$ cat config.mk
export PLATFORM = sky130hd
export DESIGN_NAME = i2s_receive_24
export DESIGN_NICKNAME = d
export VERILOG_FILES = /design/src/rtl/i2s_receive_24.sv
export SDC_FILE = /design/constraint.sdc
export NUM_CORES = 1
export LEC_CHECK = 0
export CAP_MARGIN = 20
export CORE_MARGIN = 2
export CORE_UTILIZATION = 50
export DETAILED_ROUTE_END_ITERATION = 7
export PLACE_DENSITY_LB_ADDON = 0.12
export SLEW_MARGIN = 20
export SYNTH_ARGS = -nofsm -noshare
export SYNTH_HDL_FRONTEND = slang
export SYNTH_SLANG_ARGS = --single-unit
$ cat constraint.sdc
create_clock -name clk_i -period 4.52 [get_ports clk_i]
set_input_delay 0.452 -clock clk_i [delete_from_list [all_inputs] [get_ports clk_i]]
set_output_delay 0.452 -clock clk_i [all_outputs]
set_load 0.01 [all_outputs]
$ cat src/rtl/i2s_receive_24.sv
// i2s_receive_24
// Receive side of the 24-bit I2S link. SCK, WS and SD are oversampled in the
// clk_i domain, 24-bit MSB-first words are deserialised after the one-bit
// I2S delay slot, and each complete word is offered on a valid/ready stream
// tagged with the WS level it was shifted in under.
//
// Ports:
//   clk_i                 system clock (>= 4x SCK)
//   rst_i                 synchronous active-high reset
//   sck_i, ws_i, sd_i     asynchronous I2S bus (ws: 0 = left, 1 = right)
//   sample_o              received signed 24-bit word
//   channel_o             channel tag of sample_o
//   valid_o / ready_i     output stream handshake
//   short_word_o          one-cycle pulse: word ended with < 25 SCK falls
//   overrun_o             sticky: an unaccepted word was overwritten
//   err_clr_i             clears overrun_o (a simultaneous new overrun wins)
//   debug_state_receiving high while in ST_RECEIVE
//
// state      | meaning
// -----------+--------------------------------------------------------------
// ST_WAIT_WS | after reset; SCK ignored until the first WS edge
// ST_RECEIVE | framing established; counting bits, left only by reset

module i2s_receive_24 #(
  parameter int SYNC_STAGES = 2,
  parameter int CNT_W       = 6
) (
  input  logic        clk_i,
  input  logic        rst_i,
  input  logic        sck_i,
  input  logic        ws_i,
  input  logic        sd_i,
  output logic [23:0] sample_o,
  output logic        channel_o,
  output logic        valid_o,
  input  logic        ready_i,
  output logic        short_word_o,
  output logic        overrun_o,
  input  logic        err_clr_i,
  output logic        debug_state_receiving
);

  typedef enum logic {
    ST_WAIT_WS = 1'b0,
    ST_RECEIVE = 1'b1
  } state_t;

  // cnt_q: 0 = delay slot pending, 1..24 = data bits taken, 25 = word full
  localparam logic [CNT_W-1:0] CNT_FULL = CNT_W'(25);
  localparam logic [CNT_W-1:0] CNT_ONE  = CNT_W'(1);

  state_t                 state_q;
  logic [SYNC_STAGES-1:0] sck_sync_q, ws_sync_q, sd_sync_q;
  logic                   sck_dly_q, ws_dly_q;
  logic [CNT_W-1:0]       cnt_q;
  logic [23:0]            shift_q;
  logic [23:0]            sample_q;
  logic                   channel_q, valid_q, short_q, overrun_q;

  logic sck_s, ws_s, sd_s;
  logic sck_fall, ws_edge;

  assign sck_s    = sck_sync_q[SYNC_STAGES-1];
  assign ws_s     = ws_sync_q[SYNC_STAGES-1];
  assign sd_s     = sd_sync_q[SYNC_STAGES-1];
  assign sck_fall = sck_dly_q & ~sck_s;
  assign ws_edge  = ws_dly_q ^ ws_s;

  always_ff @(posedge clk_i) begin
    if (rst_i) begin
      state_q    <= ST_WAIT_WS;
      sck_sync_q <= '0;
      ws_sync_q  <= '0;
      sd_sync_q  <= '0;
      sck_dly_q  <= 1'b0;
      ws_dly_q   <= 1'b0;
      cnt_q      <= '0;
      shift_q    <= '0;
      sample_q   <= '0;
      channel_q  <= 1'b0;
      valid_q    <= 1'b0;
      short_q    <= 1'b0;
      overrun_q  <= 1'b0;
    end else begin
      sck_sync_q <= {sck_sync_q[SYNC_STAGES-2:0], sck_i};
      ws_sync_q  <= {ws_sync_q[SYNC_STAGES-2:0], ws_i};
      sd_sync_q  <= {sd_sync_q[SYNC_STAGES-2:0], sd_i};
      sck_dly_q  <= sck_s;
      ws_dly_q   <= ws_s;
      short_q    <= 1'b0;

      // Later assignments below (commit / new overrun) override these.
      if (valid_q && ready_i) valid_q <= 1'b0;
      if (err_clr_i) overrun_q <= 1'b0;

      case (state_q)
        ST_WAIT_WS: begin
          if (ws_edge) begin
            state_q <= ST_RECEIVE;
            cnt_q   <= '0;
            shift_q <= '0;
          end
        end

        ST_RECEIVE: begin
          // WS edge has priority over a coincident SCK fall.
          if (ws_edge) begin
            cnt_q   <= '0;
            shift_q <= '0;
            if (cnt_q == CNT_FULL) begin
              sample_q  <= shift_q;
              channel_q <= ws_dly_q;
              valid_q   <= 1'b1;
              if (valid_q && !ready_i) overrun_q <= 1'b1;
            end else begin
              short_q <= 1'b1;
            end
          end else if (sck_fall) begin
            if (cnt_q == '0) begin
              cnt_q <= CNT_ONE;
            end else if (cnt_q < CNT_FULL) begin
              shift_q <= {shift_q[22:0], sd_s};
              cnt_q   <= cnt_q + CNT_ONE;
            end else begin
              cnt_q <= CNT_FULL;
            end
          end
        end

        default: state_q <= ST_WAIT_WS;
      endcase
    end
  end

  assign sample_o              = sample_q;
  assign channel_o             = channel_q;
  assign valid_o               = valid_q;
  assign short_word_o          = short_q;
  assign overrun_o             = overrun_q;
  assign debug_state_receiving = (state_q == ST_RECEIVE);

endmodule

==> metrics, run 1 <==
Static Leak 1.28 nW; Finished Layout Cells 363; CTS tree done; PnR Total Power 1.19 mW; clock transition at the registers of the reported paths 0.07 ns; first-pass GRT wire length 7690 um; hold buffer count at CTS 0; RSZ-0062 raised after global routing false; dpl hpwl 2650 um; final core utilization 0.647; Sequential Power Share 0.502; post-synthesis async set-or-reset flop share 0; pin count of the biggest net entering global routing 51; core area 0.00479 mm^2; post-synthesis sequential area ratio 0.531; max cap viols 0; initial antenna violation count 0; vias 1,832; share of layout cells above drive strength 1 0.0878; final-report max-slew violation count 0; Reg2Reg Setup Slack 2.08 ns; Nets 301; CP max stage delay 0.80 ns; Syn Area/Cell 9.71 um^2; diode count 0; Sw Ratio 0.204; synthesized area 0.00252 mm^2; CP Data Arrival Time 2.65 ns; Detailed Route WL 4390 um; DR iter-0 viols 132; Worst Hold Class reg -> reg; Yosys cell types 35; worst slew pin tran 1.01 ns; internal cell power 0.945 mW; Logic pwr share 0.025; slowest library cell on the worst path nand4_1; Synth top area share 0.531; WHS Path Cells 1; overall routing resource usage 0.182; worst path cell trace xor2_1 > nand4_1 > buf_4 > mux2i_1 > nor2_1; Synth Instances 260; Max FO, Critical Path 15; Worst Hold Path EP ws_sync_q[1]$_SDFF_PP0_; clk_lat worst skew 0.34 ns; DP Cell Count 347; startpoint types register; syn nets 270; Max Clock Freq 409 MHz; Commonest cells post-synth 67 x dfxtp_1, 30 x nor2_1, 26 x nand2_1; capturing point of the worst reg2reg path sample_o[23]$_SDFFE_PP0P_; Post-CTS Setup Repair Bufs 0; Setup TNS Final 0 ns; Worst Skew 0.0112 ns; Routed WL per cell 12.1 um; CP Class reg -> reg; I/O pin cnt 36; number of flops mapped to enable cells by yosys 0; outcome completed; Area growth syn-to-layout 22.8%; critical path endpoint category register; Initial Util 0.527; die width 75.0 um; clock root cell clkbuf_8; FF+latch count, synth 67; vias per cell 5.05; leading area contributor after synthesis dfxtp_1; post-route ant nets 0; GP Congestion 0.828; Die Y 75.0 um; port bufs 35; final hold vios 0; top_reg_cell synth dfxtp_1; Clock power frac 0.473; post-route minimum period 2.44 ns; Data required, critical path 4.73 ns; vias in the first global route 1,684; hold path startpoint ws_sync_q[0]$_SDFF_PP0_; CTS sink cnt 67; Die ar. 0.00563 mm^2; reg2reg path depth 5; Post-route DRC 0; Sw Pwr 0.242 mW; Num CTS Buffers 9; largest cells by area after synthesis dfxtp_1 53%, mux2i_1 9.9%, nand3_1 5.0%; Longest Clk Path Bufs 2; Reg2Reg Launch Point ws_dly_q$_SDFF_PP0_; Peak VDD IR 0.225 mV; Slew Limit Headroom 0.324; # rows 25; Setup violations, final 0; Final Cycle Share 0.541; cts repair resizes 0; Pwr Density 383 mW/mm^2; Ys Warns 0; top-count cell post-synth dfxtp_1; CTS H-Tree Depth 3; remaining global-route overflow 0; DRT Pass-1 Iters 4
sequential cells by signal (all words and copies together), names as in the netlist:
| register | flops |
|---|---|
| sample_o | 24 |
| shift_q | 24 |
| cnt_q | 6 |
| sck_sync_q | 2 |
| sd_sync_q | 2 |
| ws_sync_q | 2 |
| channel_o | 1 |
| debug_state_receiving | 1 |
| overrun_o | 1 |
| sck_dly_q | 1 |
| short_word_o | 1 |
| valid_o | 1 |
| ws_dly_q | 1 |
worst max-delay path, delay by kind of cell (launching register included):
kind / cells / cell delay, ns
flops: 1 / 0.35
simple gates: 2 / 0.85
buf+inv: 1 / 0.52
xor+xnor: 1 / 0.39
mux: 1 / 0.18
layout by cell type (no fill, tap or decap), types with 4 or more instances in the layout:
cell              n
nor2b_1           8
clkdlybuf4s50_1  35
nand3_1          25
nor2_1           29
clkbuf_8         11
dfxtp_1          67
mux2i_1          25
o21ai_1          25
a21oi_1           4
nand2_1          26
power by group through the flow:
stage	combinational [mW]	sequential, mW	clock, mW
finish	0.0299	0.596	0.561
global route	0.0333	0.596	0.601
CTS	0.0305	0.596	0.569
detailed placement	0.0304	0.610	0
global placement	0.0296	0.610	0
floorplan	0.0187	0.609	0
worst max-delay path by stage:
stage / endpoint / cells after the start / slack (ns) / startpoint
finish: sample_o[23]$_SDFFE_PP0P_ / 5 / 2.08 / ws_dly_q$_SDFF_PP0_
global route: sample_o[23]$_SDFFE_PP0P_ / 5 / 1.88 / ws_dly_q$_SDFF_PP0_
CTS: sample_o[23]$_SDFFE_PP0P_ / 5 / 2.06 / ws_dly_q$_SDFF_PP0_
detailed placement: sample_o[15]$_SDFFE_PP0P_ / 5 / 2.07 / ws_dly_q$_SDFF_PP0_
global placement: sample_o[12]$_SDFFE_PP0P_ / 5 / 2.15 / ws_sync_q[1]$_SDFF_PP0_
floorplan: shift_q[0]$_SDFFE_PP0P_ / 6 / 2.77 / cnt_q[0]$_SDFFE_PP0P_
cell type report:
cell class | count | area (um^2)
clock buffer | 12 | 155
multi-input combinational | 172 | 1060
timing repair buffer | 38 | 373
inverter | 3 | 11.3
tap | 67 | 83.8
fill | 405 | 1690
clock inverter | 4 | 72.6
sequential | 67 | 1340
layer usage:
layer	up-vias	routed length [um]	global-route usage
met2	37	1930	0.262
met5	-	0	0
met3	11	186	0.0535
li1	949	-	-
met4	0	94	0.101
met1	835	2180	0.245
metrics by stage:
step	hold WS [ns]	area, um^2	setup slack (ns)
floorplan	0.414	2520	2.77
global placement	0.419	2870	2.15
detailed placement	0.425	2870	2.07
CTS	0.442	3100	2.06
global route	0.471	3100	1.88
finish	0.435	3100	2.08
logic make-up (layout without fill, tap and decap cells):
| family | Yosys count | count (layout) | synth area share |
|---|---|---|---|
| muxes | 25 | 25 | 0.0992 |
| buffers and inverters | 21 | 57 | 0.0511 |
| DFF | 67 | 67 | 0.531 |
| and+or+nand+nor | 103 | 103 | 0.199 |
| adders and majority gates | 3 | 3 | 0.0149 |
| AOI/OAI and AO/OA | 40 | 40 | 0.101 |
| xor gates and xnor gates | 1 | 1 | 0.00347 |
Power figures use the tool's default switching activity.
==> inputs of run 2 (changes only) <==
--- a/config.mk
+++ b/config.mk
@@ -7,7 +7,7 @@
 export LEC_CHECK = 0
 export CAP_MARGIN = 20
 export CORE_MARGIN = 2
-export CORE_UTILIZATION = 50
+export CORE_UTILIZATION = 48
 export DETAILED_ROUTE_END_ITERATION = 7
 export PLACE_DENSITY_LB_ADDON = 0.12
 export SLEW_MARGIN = 20
==> constraint.sdc (replaced) <==
create_clock -name clk_i -period 2.1 [get_ports clk_i]
set_input_delay 0.21 -clock clk_i [delete_from_list [all_inputs] [get_ports clk_i]]
set_output_delay 0.21 -clock clk_i [all_outputs]
set_load 0.01 [all_outputs]
==> metrics, run 2 (same netlist as run 1, synthesis figures left out) <==
final instance area 0.00307 mm^2; Max Clock Freq 544 MHz; initial antenna violation count 0; clk_lat worst skew 0.32 ns; DR iter-0 viols 64; Final Cycle Share 0.876; Worst Hold Class in -> reg; Post-route DRC 0; Detailed Route WL 4260 um; die width 76.5 um; Routed WL per cell 11.6 um; Peak VDD IR 0.390 mV; CTS sink cnt 67; Die ar. 0.00585 mm^2; slowest library cell on the worst path dfxtp_1; hold buffer count at CTS 0; clock transition at the registers of the reported paths 0.06 ns; pin count of the biggest net entering global routing 49; post-route ant nets 0; Nets 305; diode count 0; post-place setup slack 0.267 ns; DRT Pass-1 Iters 4; Setup TNS Final 0 ns; Worst Skew 0.00611 ns; Initial Util 0.497; cts repair resizes 0; I/O pin cnt 36; final hold vios 0; startpoint types register; first-pass GRT wire length 7500 um; CP Class reg -> reg; Num CTS Buffers 9; Post-CTS Setup Repair Bufs 0; worst path cell trace inv_1 > ha_1 > nor4b_2 > a2111oi_4 > buf_12 > nand3_1 > o21ai_1; core area 0.00507 mm^2; port bufs 35; # rows 26; Setup violations, final 0; Placed Instance Area 0.00292 mm^2; Max FO, Critical Path 48; Static Leak 1.27 nW; RSZ-0062 raised after global routing false; remaining global-route overflow 0; CP max stage delay 0.44 ns; dpl hpwl 2840 um; DP Cell Count 354; Crit path max-delay family compound AO/OA/AOI/OAI gates; max cap viols 0; CP Buf/Inv Count 2; CTS H-Tree Depth 3; commonest cells after routing, fill and taps aside 67 x dfxtp_1, 35 x clkdlybuf4s50_1, 29 x nor2_1, 26 x nand2_1; Longest Clk Path Bufs 2; Finished Layout Cells 367; outcome completed; CTS tree done; share of layout cells above drive strength 1 0.0842; Die Y 76.5 um; post-route minimum period 1.84 ns; overall routing resource usage 0.160; CP Data Arrival Time 2.10 ns; final-report max-slew violation count 0; leading cell type in the layout, fill and taps excluded dfxtp_1; vias in the first global route 1,636; Data required, critical path 2.36 ns; vias per cell 4.95; worst slew pin tran 0.506 ns; Pwr Density 721 mW/mm^2; PnR Total Power 2.21 mW; critical path endpoint category register; fin worst setup slack 0.261 ns; vias 1,818; GP Congestion 0.744; clock root cell clkbuf_8; Area growth syn-to-layout 21.5%; Slew Limit Headroom 0.662
run 2: changes by cell type in the layout (fill, tap and decap cells not counted), sizes merged:
| cell | delta |
|---|---|
| clkinv | -1 |
| bufinv | -2 |
| buf | +4 |
| clkinvlp | -1 |
| clkbuf | +1 |
run 2: worst paths after layout:
| kind | slack (ns) | to | from | cells past startpoint |
|---|---|---|---|---|
| worst min register to register | 0.44 | sck_sync_q[1]$_SDFF_PP0_ | sck_sync_q[0]$_SDFF_PP0_ | 1 |
| worst max register to register | 0.26 | shift_q[19]$_SDFFE_PP0P_ | cnt_q[0]$_SDFFE_PP0P_ | 7 |
| worst max-delay path | 0.26 | shift_q[19]$_SDFFE_PP0P_ | cnt_q[0]$_SDFFE_PP0P_ | 7 |
| worst min-delay path | 0.43 | overrun_o$_SDFF_PP0_ | err_clr_i | 2 |
run 2: metal layers:
layer | wire length [um] | track usage | share of wire | up-vias
li1 | - | - | - | 954
met1 | 2140 | 0.209 | 0.50 | 808
met2 | 1840 | 0.239 | 0.43 | 48
met3 | 203 | 0.0450 | 0.048 | 8
met4 | 77 | 0.0873 | 0.018 | 0
met5 | 0 | 0 | 0 | -
run 2: layout make-up:
cell class              instances  area, um^2
fillers                       468        2010
well taps                      70        87.6
multi-input cells             172        1060
inverters                       3        11.3
flip-flops and latches         67        1340
repair buffers                 42         415
clock buffers                  13         149
run 2: worst reg2reg max path: cells and delay by family (launching register included):
| family | cells | cell delay (ns) |
|---|---|---|
| AO/OA/AOI/OAI | 2 | 0.47 |
| adder cells (fa/ha/maj) | 1 | 0.23 |
| buffers and inverters | 2 | 0.33 |
| flip-flops | 1 | 0.44 |
| AND/OR/NAND/NOR | 2 | 0.30 |
run 2: power by group:
group | switching [mW] | internal [mW]
Clock | 0.414 | 0.443
Sequential | 0.00516 | 1.28
Combinational | 0.0411 | 0.0277
Total | 0.460 | 1.75
run 2: metrics by stage:
step                       util  hold WS (ns)
after floorplan               -         0.304
after global placement    0.575         0.418
after detailed placement  0.575         0.430
after CTS                 0.604         0.425
after global routing      0.604         0.446
final                     0.604         0.430
